[src/rtl/ds2411_pkg.sv]
// ds2411_pkg: shared state encoding, command codes and CRC constant for the DS2411 emulator.
package ds2411_pkg;
  typedef enum logic [2:0] {IDLE, PRES_WAIT, PRES_DRIVE, CMD_RX, ROM_TX, MUTE} state_t;
  localparam logic [7:0] CMD_READ_ROM        = 8'h33;
  localparam logic [7:0] CMD_READ_ROM_LEGACY = 8'h0F;
  // x^8+x^5+x^4+1 in bit-reversed form, for LSB-first shifting
  localparam logic [7:0] CRC8_POLY_REFL      = 8'h8C;
  function automatic logic is_rom_cmd(input logic [7:0] c);
    return (c == CMD_READ_ROM) || (c == CMD_READ_ROM_LEGACY);
  endfunction
endpackage

[src/rtl/onewire_crc8.sv]
// onewire_crc8: bit-serial Dallas CRC-8, LSB first, init 0.
module onewire_crc8
  import ds2411_pkg::*;
(
  input  logic       i_clk,
  input  logic       i_rst_n,
  input  logic       i_clr,
  input  logic       i_en,
  input  logic       i_bit,
  output logic [7:0] o_crc
);
  logic [7:0] r_crc;
  logic       w_fb;
  assign w_fb  = r_crc[0] ^ i_bit;
  assign o_crc = r_crc;
  always_ff @(posedge i_clk or negedge i_rst_n)
    if (!i_rst_n)  r_crc <= '0;
    else if (i_clr) r_crc <= '0;
    else if (i_en)  r_crc <= {1'b0, r_crc[7:1]} ^ (w_fb ? CRC8_POLY_REFL : 8'h00);
endmodule

[src/rtl/ds2411_emulator.sv]
// ds2411_emulator: 1-Wire slave answering reset/presence and Read ROM with a 64-bit ID.
// Define DS2411_CRC_GEN_EN to replace rom_id[63:56] with a locally computed CRC-8.
module ds2411_emulator
  import ds2411_pkg::*;
#(
  parameter int CLK_MHZ       = 100,
  parameter int RESET_US      = 480,
  parameter int PRES_DELAY_US = 30,
  parameter int PRES_US       = 120,
  parameter int SAMPLE_US     = 30,
  parameter int HOLD_US       = 30
) (
  input  logic        i_clk,
  input  logic        i_rst_n,
  input  logic        i_dq_in,
  output logic        o_dq_pd,
  input  logic [63:0] i_rom_id,
  output logic        o_busy,
  output logic        o_rom_done,
  output logic        o_cmd_err,
  output logic [7:0]  o_last_cmd
);
  localparam logic [19:0] RST_LAST  = 20'(RESET_US * CLK_MHZ - 1);
  localparam logic [19:0] PD_LAST   = 20'(PRES_DELAY_US * CLK_MHZ - 1);
  localparam logic [19:0] PRES_LAST = 20'(PRES_US * CLK_MHZ - 1);
  localparam logic [19:0] SMP_LAST  = 20'(SAMPLE_US * CLK_MHZ - 1);
  localparam logic [19:0] HOLD_LAST = 20'(HOLD_US * CLK_MHZ - 1);

  logic [1:0]  r_sync, r_mask;
  logic        r_dq_d, r_rst_seen, r_slot;
  logic [19:0] r_low, r_tmr;
  logic [6:0]  r_idx, r_cmd;
  logic [63:0] r_rom;
  state_t      r_state;
  logic        w_dq, w_masked, w_fall, w_rise, w_low, w_rst_hit, w_tx_bit;
  logic [7:0]  w_new_cmd;

  assign w_dq      = r_sync[1];
  // our own pull-down and the synchroniser tail after release must not look like master activity
  assign w_masked  = o_dq_pd | (r_mask != 2'd0);
  assign w_fall    = r_dq_d & ~w_dq & ~w_masked;
  assign w_rise    = w_dq & ~r_dq_d;
  assign w_low     = ~w_dq & ~w_masked;
  assign w_rst_hit = w_low & (r_low >= RST_LAST);
  assign w_new_cmd = {w_dq, r_cmd};

`ifdef DS2411_CRC_GEN_EN
  logic [7:0] w_crc;
  onewire_crc8 u_crc (
    .i_clk  (i_clk),
    .i_rst_n(i_rst_n),
    .i_clr  (r_state == PRES_DRIVE),
    .i_en   (r_state == ROM_TX && w_fall && r_idx < 7'd56),
    .i_bit  (r_rom[r_idx[5:0]]),
    .o_crc  (w_crc)
  );
  assign w_tx_bit = (r_idx >= 7'd56) ? w_crc[r_idx[2:0]] : r_rom[r_idx[5:0]];
`else
  assign w_tx_bit = r_rom[r_idx[5:0]];
`endif

  always_ff @(posedge i_clk or negedge i_rst_n)
    if (!i_rst_n) begin
      r_sync <= 2'b11;
      r_dq_d <= 1'b1;
      r_mask <= '0;
      r_low  <= '0;
    end else begin
      r_sync <= {r_sync[0], i_dq_in};
      r_dq_d <= w_dq;
      r_mask <= o_dq_pd ? 2'd3 : (r_mask != 2'd0 ? r_mask - 2'd1 : 2'd0);
      r_low  <= w_low ? r_low + {19'd0, r_low != '1} : '0;
    end

  always_ff @(posedge i_clk or negedge i_rst_n)
    if (!i_rst_n) begin
      r_state    <= IDLE;
      r_rst_seen <= 1'b0;
      r_slot     <= 1'b0;
      r_tmr      <= '0;
      r_idx      <= '0;
      r_cmd      <= '0;
      r_rom      <= '0;
      o_dq_pd    <= 1'b0;
      o_busy     <= 1'b0;
      o_rom_done <= 1'b0;
      o_cmd_err  <= 1'b0;
      o_last_cmd <= '0;
    end else begin
      o_rom_done <= 1'b0;
      o_cmd_err  <= 1'b0;
      if (w_rst_hit) begin
        r_rst_seen <= 1'b1;
        r_state    <= IDLE;
        r_slot     <= 1'b0;
        o_dq_pd    <= 1'b0;
        o_busy     <= 1'b0;
      end else if (r_rst_seen && w_rise) begin
        r_rst_seen <= 1'b0;
        r_state    <= PRES_WAIT;
        r_tmr      <= '0;
        o_busy     <= 1'b1;
      end else begin
        case (r_state)
          PRES_WAIT:
            if (r_tmr == PD_LAST) begin
              r_state <= PRES_DRIVE;
              r_tmr   <= '0;
              r_rom   <= i_rom_id;
              o_dq_pd <= 1'b1;
            end else r_tmr <= r_tmr + 20'd1;
          PRES_DRIVE:
            if (r_tmr == PRES_LAST) begin
              r_state <= CMD_RX;
              r_idx   <= '0;
              r_slot  <= 1'b0;
              o_dq_pd <= 1'b0;
            end else r_tmr <= r_tmr + 20'd1;
          CMD_RX:
            if (w_fall) begin
              r_slot <= 1'b1;
              r_tmr  <= '0;
            end else if (r_slot) begin
              if (r_tmr == SMP_LAST) begin
                r_slot <= 1'b0;
                r_cmd  <= {w_dq, r_cmd[6:1]};
                r_idx  <= r_idx + 7'd1;
                if (r_idx == 7'd7) begin
                  o_last_cmd <= w_new_cmd;
                  r_idx      <= '0;
                  r_state    <= is_rom_cmd(w_new_cmd) ? ROM_TX : MUTE;
                  o_cmd_err  <= ~is_rom_cmd(w_new_cmd);
                  o_busy     <= is_rom_cmd(w_new_cmd);
                end
              end else r_tmr <= r_tmr + 20'd1;
            end
          ROM_TX:
            if (w_fall && r_idx != 7'd64) begin
              r_slot  <= 1'b1;
              r_tmr   <= '0;
              r_idx   <= r_idx + 7'd1;
              o_dq_pd <= ~w_tx_bit;
            end else if (r_slot) begin
              if (r_tmr == HOLD_LAST) begin
                r_slot  <= 1'b0;
                o_dq_pd <= 1'b0;
                if (r_idx == 7'd64) begin
                  o_rom_done <= 1'b1;
                  o_busy     <= 1'b0;
                  r_state    <= IDLE;
                end
              end else r_tmr <= r_tmr + 20'd1;
            end
          default: ;
        endcase
      end
    end
endmodule

[config.mk]
export PLATFORM = sky130hd
export DESIGN_NAME = ds2411_emulator
export DESIGN_NICKNAME = d
export VERILOG_FILES = /design/src/rtl/ds2411_pkg.sv /design/src/rtl/onewire_crc8.sv /design/src/rtl/ds2411_emulator.sv
export SDC_FILE = /design/constraint.sdc
export NUM_CORES = 1
export LEC_CHECK = 0
export ABC_CLOCK_PERIOD_IN_PS = 3700
export CAP_MARGIN = 10
export CORE_MARGIN = 2
export CORE_UTILIZATION = 58
export CTS_BUF_LIST = sky130_fd_sc_hd__clkbuf_2 sky130_fd_sc_hd__clkbuf_4 sky130_fd_sc_hd__clkbuf_8
export DETAILED_ROUTE_END_ITERATION = 7
export PLACE_DENSITY = 0.88
export SYNTH_ARGS = -nofsm -noshare
export SYNTH_HDL_FRONTEND = slang
export SYNTH_SLANG_ARGS = --single-unit
[constraint.sdc]
create_clock -name i_clk -period 3.7 [get_ports i_clk]
set_clock_uncertainty 0.2 [all_clocks]
set_input_delay 0.37 -clock i_clk [delete_from_list [all_inputs] [get_ports i_clk]]
set_output_delay 0.37 -clock i_clk [all_outputs]
set_load 0.02 [all_outputs]
==> results of run 1 <==
## per-layer routing
layer  track usage  vias up  wire length, microns
met4         0.108        0                   411
met2         0.466      309                  9000
met5             0        -                     0
met1         0.361     2990                  7390
met3        0.0659       52                  1210
li1              -     2693                     -
## final timing paths
check	start	to	slack, ns
worst max-delay path	r_sync[1]$_DFF_PN1_	r_tmr[11]$_DFFE_PN0P_	0.66
worst min-delay path	i_dq_in	r_sync[0]$_DFF_PN1_	0.10
worst max register to register	r_sync[1]$_DFF_PN1_	r_tmr[11]$_DFFE_PN0P_	0.66
worst min register to register	r_sync[0]$_DFF_PN1_	r_sync[1]$_DFF_PN1_	0.15
max in group asynchronous	i_rst_n	r_rom[49]$_DFFE_PN0P_	2.24
min in group asynchronous	i_rst_n	r_tmr[10]$_DFFE_PN0P_	0.34
## per-stage QoR
step	cells	power, mW	hold slack [ns]	worst slack [ns]
detailed placement	912	1.80	0.153	0.672
global placement	912	1.79	0.147	0.756
global route	945	3.11	0.0818	0.449
CTS	945	3.02	0.0895	0.660
finish	945	3.00	0.104	0.663
floorplan	678	1.68	-0.126	0.821
## registers in the layout, summed over array words and instances, names as in the netlist
name and count:
r_rom 64, r_low 20, r_tmr 20, o_last_cmd 8
r_cmd 7, r_idx 7, r_state 3, r_mask 2
r_sync 2, o_busy 1, o_cmd_err 1, o_dq_pd 1
o_rom_done 1, r_dq_d 1, r_rst_seen 1, r_slot 1
## synthesized netlist by cell type (3+ instances only)
master,number
a22oi_1,5
a31oi_1,7
nor4b_1,4
nor3_2,3
o21ai_0,40
xor2_1,7
nor4_1,5
a21oi_1,32
inv_1,13
nand3b_1,3
a211oi_1,3
a22o_1,4
dfstp_2,3
a21o_1,4
o221ai_1,4
nand2_1,47
a32o_1,3
mux2_2,76
o31ai_1,8
and3_1,6
nor3b_1,6
nor2_1,55
nand2b_1,5
and2_1,8
mux2i_1,17
nand4_1,13
and4_1,3
buf_2,11
clkbuf_1,17
mux4_2,11
nor3_1,16
nor2b_1,4
dfrtp_1,137
ha_1,6
mux2_1,3
nand3_1,24
xnor2_1,6
or3_1,8
or4_1,3
## placed cells by master (no fill, tap or decap), types with 5 or more instances in the layout
cell,count
a22oi_1,5
o31ai_1,8
buf_4,13
o21ai_0,40
ha_1,6
nand4_1,13
and3_1,6
xor2_1,7
nand3_1,24
inv_1,13
clkbuf_8,18
mux2_2,76
a31oi_1,7
and2_1,8
nand2b_1,5
nor4_1,5
dfrtp_1,137
nor3_1,16
inv_6,5
xnor2_1,6
nand2_1,46
nor3b_1,6
mux2i_1,17
a21oi_1,32
nor2_1,55
mux4_2,11
or3_1,8
clkdlybuf4s50_1,77
## final cells by class
| cell class | instances | share of cell area |
|---|---|---|
| Clock buffer | 18 | 0.0283 |
| Timing Repair Buffer | 93 | 0.104 |
| Clock inverter | 14 | 0.0166 |
| Inverter | 13 | 0.00558 |
| Sequential cell | 140 | 0.401 |
| Multi-Input combinational cell | 495 | 0.419 |
| Tap cell | 172 | 0.0246 |
## cell families (layout without fill, tap and decap cells)
family,Yosys count,after routing,share of synthesized area
fa+ha+maj,6,6,0.0102
flops,140,140,0.477
compound gates,141,141,0.126
buf+inv,43,138,0.0248
simple gates,228,228,0.168
mux,107,107,0.178
xor+xnor,13,13,0.0155
## critical path: cells and delay by family, from the launching register on
family          cells  cell delay [ns]
simple gates        4             1.17
flops               1             0.65
buf+inv             1             0.21
compound gates      3             0.70
## report_power, final
group	leakage [nW]	internal, mW	switching, mW
registers	1.80	1.57	0.0250
clock network	0.194	0.520	0.708
logic	1.55	0.108	0.0696
## repair_timing
item	CTS	global route
hold buffers	1	0
endpoints found under the setup margin	0	0
hold endpoints to repair	91	0
buffers inserted	0	0
==> metrics, run 1 <==
relative slew slack 0.436; number of routed nets with antenna violations 0; Hold Crit Class in -> reg; Chip Width 117 microns; Final nets 833; Startpoint Class flop; TritonCTS Buffers 17; FMAX 329 MHz; period utilisation layout 0.821; Synth top area share 0.466; Final Util 0.698; VDD IR max 0.303 mV; Synth Register Bits 140; worst skew pair latency 0.48 ns; # fillers 928; minimum clock period 3.04 ns; EDFF count, synth 0; Mapped Cells 678; first-pass GRT wire length 29.5 mm; DRC 0; DP HPWL 12.8 mm; core area 12500 sq um; Main synth FF type dfrtp_1; FF-to-FF path depth 8; Cell Area, Synth 7350 sq um; Post-Syn Nets 751; multi-input logic area 3670 sq um; share of cells above drive strength 1 0.201; setup_tns 0 ns; Final Hold Fails 0; Seq/Total Area, Yosys 0.477; Sequential Area 3510 sq um; PostCTS Resize Cnt 0; Slew Limit Fails 0; Design Area, Final 8740 sq um; Leakage 3.54 nW; vias in the first global route 6104; Synth-to-Final Area Change 18.9%; die height 117 microns; Clock Tree Buf Depth 2; Worst-path clk slew 0.09 ns; outcome finished clean; max cap viols 0; CTS tree yes; GR Util All Layers 0.281; H-tree level count 4; Final Routed Wirelength 18.0 mm; number of antenna diodes 0; Req. time, crit path 3.89 ns; Iter 0 DRT Violations 652; 1st-pass router iterations 6; Clock Sinks 140; crit-path max FO 22; CP arrival 3.23 ns; Synth Area per Inst 10.8 sq um; largest net degree at the start of global routing 96; Critical-path top delay cell dfstp_2; I/O Pins 79; Post-DP Area 8340 sq um; Root Driver clkbuf_8; Worst-Margin Slew 0.845 ns; cell depth of the worst min-delay path 1; routed len/inst 19.1 microns; PortBufs 78; initial antenna violation count 0; post-synth cell types 74; crit path capture type flop; CP max stage delay 0.65 ns; Cell Pwr Density 343 nW/um^2; die footprint 13600 sq um; Via density 6.40; Synthesis Warnings 0; synth top area cells dfrtp_1 (47%), mux2_2 (12%), mux4_2 (3.4%); RSZ-0062 raised after global routing no; final setup vio count 0; kind of critical path reg -> reg; row count 41; crit-path cells and3b_1 -> nor2_1 -> a31o_2 -> a32o_1 -> buf_4 -> nor3_2 -> nand2_1 -> o21ai_0; via count 6044; grt ovf 0; Placer Congestion 1.02; Synth area leader dfrtp_1; starting density of the core 0.587; ys async rst share 1.00
(Power assumes the default switching activity.)
==> run 2: changes to the inputs <==
--- a/config.mk
+++ b/config.mk
@@ -5,7 +5,7 @@
 export SDC_FILE = /design/constraint.sdc
 export NUM_CORES = 1
 export LEC_CHECK = 0
-export ABC_CLOCK_PERIOD_IN_PS = 3700
+export ABC_CLOCK_PERIOD_IN_PS = 2800
 export CAP_MARGIN = 10
 export CORE_MARGIN = 2
 export CORE_UTILIZATION = 58
==> constraint.sdc (replaced) <==
create_clock -name i_clk -period 2.8 [get_ports i_clk]
set_clock_uncertainty 0.2 [all_clocks]
set_input_delay 0.28 -clock i_clk [delete_from_list [all_inputs] [get_ports i_clk]]
set_output_delay 0.28 -clock i_clk [all_outputs]
set_load 0.02 [all_outputs]
==> run 2 against run 1 <==
Net effect: via count up 1.6%; clock power up 37%; fmax increased by 11%; non-clock buffer count rose by 36; critical path depth up 3; routed wire length is 7.0% higher; hold slack got worse by 0.048 ns; sequential power is 33% higher; flip-flop and latch count stayed put; global-route usage rose by 2.0 points; register-to-register slack worse by 0.60 ns; cell count grew 3.8%; critical path type unchanged.
==> metrics, run 2 (synthesized netlist as in run 1, its figures left out) <==
outcome finished clean; Req. time, crit path 2.91 ns; crit-path max FO 5; leading cell type in the layout, fill and taps excluded dfrtp_1; die footprint 13600 sq um; number of antenna diodes 0; 1st-pass router iterations 5; period utilisation layout 0.978; PortBufs 78; Cell Pwr Density 444 nW/um^2; FF-to-FF path depth 11; Design Area, Final 9100 sq um; placed cells 942; CP top delay family simple AND/OR/NAND/NOR gates; Placer Congestion 0.953; CP Capture Point r_low[14]$_DFF_PN0_; final setup vio count 0; relative slew slack 0.567; critical path depth in cells 11; RSZ-0062 raised after global routing yes; worst skew pair latency 0.46 ns; kind of critical path reg -> reg; Leakage 3.75 nW; crit-path cells and3_1 -> nand3_1 -> or4_4 -> ha_4 -> ha_2 -> nand3_2 -> nor2_2 -> nand4_1 -> buf_4 -> xor2_1 -> nor2_1; minimum clock period 2.74 ns; most frequent cells in the layout dfrtp_1 (136), clkdlybuf4s50_1 (77), mux2_2 (76), nor2_1 (53), buf_4 (47); routed len/inst 19.6 microns; first-pass GRT wire length 31.3 mm; FMAX 365 MHz; max cap viols 0; WP buf/inv 1; Synth-to-Final Area Change 23.8%; core area 12500 sq um; share of cells above drive strength 1 0.251; Final Util 0.727; VDD IR max 0.338 mV; Final nets 869; r2r setup slk 0.06 ns; CTS tree yes; Critical Path Start r_low[5]$_DFF_PN0_; # fillers 875; Place WS -0.0138 ns; hold_ws 0.0564 ns; Slew Limit Fails 0; number of routed nets with antenna violations 0; GR Util All Layers 0.301; FF-to-FF Start r_low[5]$_DFF_PN0_; setup_tns 0 ns; Final Routed Wirelength 19.3 mm; starting density of the core 0.587; via count 6142; Iter 0 DRT Violations 662; Via density 6.26; Clock Tree Buf Depth 2; Power Total 4.05 mW; Chip Width 117 microns; Post-Layout Cell Count 981; Startpoint Class flop; row count 41; CP arrival 2.85 ns; H-tree level count 4; largest net degree at the start of global routing 74; Root Driver clkbuf_8; DRC 0; Critical-path top delay cell or4_4; crit path capture type flop; Final Hold Fails 0; Hold Crit Class in -> reg; die height 117 microns; grt ovf 0; CP max stage delay 0.60 ns; TritonCTS Buffers 17; vias in the first global route 6172; max reg flops 64; initial antenna violation count 0; FF-to-FF End r_low[14]$_DFF_PN0_; Post-DP Area 8590 sq um; DP HPWL 13.5 mm; Worst-Margin Slew 0.650 ns; Final WS setup 0.0630 ns; Most flops, register r_rom; Worst-path clk slew 0.08 ns; I/O Pins 79; largest registers r_rom x64, r_low x20, r_tmr x20; Clock Sinks 140
## run 2: metal layers
| metal | up-vias | share of wire | track usage |
|---|---|---|---|
| li1 | 2763 | - | - |
| met1 | 3004 | 0.40 | 0.390 |
| met2 | 303 | 0.51 | 0.495 |
| met3 | 72 | 0.065 | 0.0685 |
| met4 | 0 | 0.031 | 0.122 |
| met5 | - | 0 | 0 |
## run 2: how the worst min path moves through the flow
stage             from              endpoint  cells past startpoint
2_1_floorplan  i_rst_n    o_busy$_DFFE_PN0P_                      0
3_3_place_gp   i_rst_n  r_tmr[5]$_DFFE_PN0P_                      1
3_5_place_dp   i_rst_n  r_tmr[7]$_DFFE_PN0P_                      1
4_1_cts        i_dq_in   r_sync[0]$_DFF_PN1_                      1
5_1_grt        i_dq_in   r_sync[0]$_DFF_PN1_                      1
6_report       i_dq_in   r_sync[0]$_DFF_PN1_                      1
## run 2: area by class of cell
cell class	instances	area, sq um	area share
Tap cell	172	215	0.0236
Multi-Input combinational cell	495	3720	0.408
Sequential cell	140	3510	0.385
Inverter	13	48.8	0.00536
Clock buffer	19	249	0.0273
Timing Repair Buffer	129	1210	0.133
Clock inverter	13	154	0.0169
## run 2: power breakdown
part / total, mW / internal [mW] / switching [mW]
Combinational: 0.242 / 0.147 / 0.0947
Sequential: 2.11 / 2.07 / 0.0398
Clock: 1.69 / 0.833 / 0.857
## run 2: what timing repair did
action / 4_1_cts / 5_1_grt
hold buffers: 1 / 0
setup buffers: 2 / 4
setup endpoints to repair: 1 / 29
endpoints found under the hold margin: 137 / 0
gates resized for setup: 0 / 14
pin swaps: 1 / 5
==> run 3: changes to the inputs <==
--- a/config.mk
+++ b/config.mk
@@ -8,10 +8,12 @@
 export ABC_CLOCK_PERIOD_IN_PS = 2800
 export CAP_MARGIN = 10
 export CORE_MARGIN = 2
-export CORE_UTILIZATION = 58
+export CORE_UTILIZATION = 55
 export CTS_BUF_LIST = sky130_fd_sc_hd__clkbuf_2 sky130_fd_sc_hd__clkbuf_4 sky130_fd_sc_hd__clkbuf_8
 export DETAILED_ROUTE_END_ITERATION = 7
-export PLACE_DENSITY = 0.88
+export PLACE_DENSITY = 0.84
+export SKIP_LAST_GASP = 1
+export SLEW_MARGIN = 30
 export SYNTH_ARGS = -nofsm -noshare
 export SYNTH_HDL_FRONTEND = slang
 export SYNTH_SLANG_ARGS = --single-unit
==> run 3 against run 2 <==
Net effect: hold slack improved by 0.11 ns; die area increased by 5.3%; sequential power about the same.
==> metrics, run 3 (synthesized netlist as in run 1, its figures left out) <==
GR Util All Layers 0.271; Power Total 3.88 mW; Worst-Margin Slew 0.714 ns; minimum clock period 2.79 ns; max reg flops 64; max cap viols 0; FF-to-FF Start r_low[16]$_DFF_PN0_; routed len/inst 19.1 microns; I/O Pins 79; placed cells 942; CP Capture Point r_cmd[2]$_DFFE_PN0P_; FMAX 359 MHz; Hold Crit Class reg -> reg; DRC 0; CTS tree yes; DP HPWL 13.4 mm; Placer Congestion 0.954; first-pass GRT wire length 30.5 mm; Post-Layout Cell Count 986; 1st-pass router iterations 5; Clock Tree Buf Depth 2; VDD IR max 0.370 mV; kind of critical path reg -> reg; Final Hold Fails 0; Cell Pwr Density 426 nW/um^2; relative slew slack 0.524; Critical Path Start r_low[16]$_DFF_PN0_; Final Util 0.695; Most flops, register r_rom; Startpoint Class flop; via count 6174; worst skew pair latency 0.46 ns; Final nets 870; Leakage 3.78 nW; Final WS setup 0.0129 ns; Synth-to-Final Area Change 24.1%; leading cell type in the layout, fill and taps excluded dfrtp_1; Slew Limit Fails 0; number of routed nets with antenna violations 0; Root Driver clkbuf_8; Chip Width 120 microns; core area 13100 sq um; r2r setup slk 0.01 ns; RSZ-0062 raised after global routing yes; Place WS 0.00340 ns; largest registers r_rom x64, r_low x20, r_tmr x20; crit path capture type flop; grt ovf 0; Worst-path clk slew 0.08 ns; FF-to-FF path depth 8; die footprint 14300 sq um; H-tree level count 4; # fillers 940; Via density 6.26; share of cells above drive strength 1 0.249; crit-path max FO 9; CP arrival 2.93 ns; TritonCTS Buffers 17; FF-to-FF End r_cmd[2]$_DFFE_PN0P_; cell depth of the worst min-delay path 0; Clock Sinks 140; crit-path cells buf_4 -> nor4_1 -> o311ai_1 -> a21o_1 -> and2_4 -> nor4_4 -> buf_4 -> mux2_2; PortBufs 78; largest net degree at the start of global routing 72; period utilisation layout 0.995; number of antenna diodes 0; CP max stage delay 0.42 ns; Req. time, crit path 2.94 ns; Final Routed Wirelength 18.8 mm; final setup vio count 0; starting density of the core 0.560; initial antenna violation count 0; Iter 0 DRT Violations 459; die height 120 microns; vias in the first global route 6153; most used cell, CP buf_4; outcome finished clean; most frequent cells in the layout dfrtp_1 (134), clkdlybuf4s50_1 (77), mux2_2 (76), nor2_1 (53), nand2_1 (46); row count 42; Critical-path top delay cell dfrtp_1
run 3: how the worst min path moves through the flow:
stage                        startpoint                    to  slack [ns]
finish              r_sync[0]$_DFF_PN1_   r_sync[1]$_DFF_PN1_        0.16
global route        r_sync[0]$_DFF_PN1_   r_sync[1]$_DFF_PN1_        0.17
CTS                 r_sync[0]$_DFF_PN1_   r_sync[1]$_DFF_PN1_        0.17
detailed placement              i_rst_n  r_tmr[8]$_DFFE_PN0P_        0.13
global placement                i_rst_n  r_tmr[4]$_DFFE_PN0P_        0.12
floorplan                       i_rst_n    o_busy$_DFFE_PN0P_       -0.22
run 3: worst max-delay path: cells and delay by family (launching register included):
| family | cells | cell delay (ns) |
|---|---|---|
| and+or+nand+nor | 3 | 0.90 |
| AOI/OAI and AO/OA | 2 | 0.43 |
| DFF | 1 | 0.42 |
| buffers and inverters | 2 | 0.38 |
| muxes | 1 | 0.34 |
run 3: layout make-up:
cell class	instances	area, sq um	share of cell area
Multi-Input combinational cell	495	3720	0.408
Sequential cell	140	3510	0.385
Inverter	13	48.8	0.00535
Tap cell	176	220	0.0241
Timing Repair Buffer	130	1260	0.138
Clock buffer	21	283	0.0310
Clock inverter	11	83.8	0.00919
run 3: where the power goes:
| group | leakage (nW) | switching, mW | internal, mW |
|---|---|---|---|
| logic | 1.81 | 0.0958 | 0.146 |
| registers | 1.79 | 0.0353 | 2.07 |
| clock network | 0.185 | 0.827 | 0.704 |
run 3: stage by stage:
stage	cell area, sq um	TNS (ns)	hold WS [ns]
after floorplan	7360	0	-0.216
after global placement	8590	0	0.116
after detailed placement	8590	0	0.128
after CTS	8990	-0.00410	0.165
after global routing	9130	-0.238	0.166
final	9130	0	0.164
run 3: layer usage:
layer,vias up,track usage,share of wire
met5,-,0,0
met4,0,0.119,0.029
met3,55,0.0518,0.047
met2,239,0.456,0.51
met1,3106,0.341,0.41
li1,2774,-,-
run 3: timing repair:
| item | CTS | global route |
|---|---|---|
| pin swaps | 0 | 5 |
| buffers inserted | 1 | 8 |
| setup endpoints to repair | 3 | 91 |
| cloned | 0 | 1 |
| hold endpoints to repair | 69 | 0 |
| resized for setup | 1 | 14 |
| hold buffers | 2 | 0 |
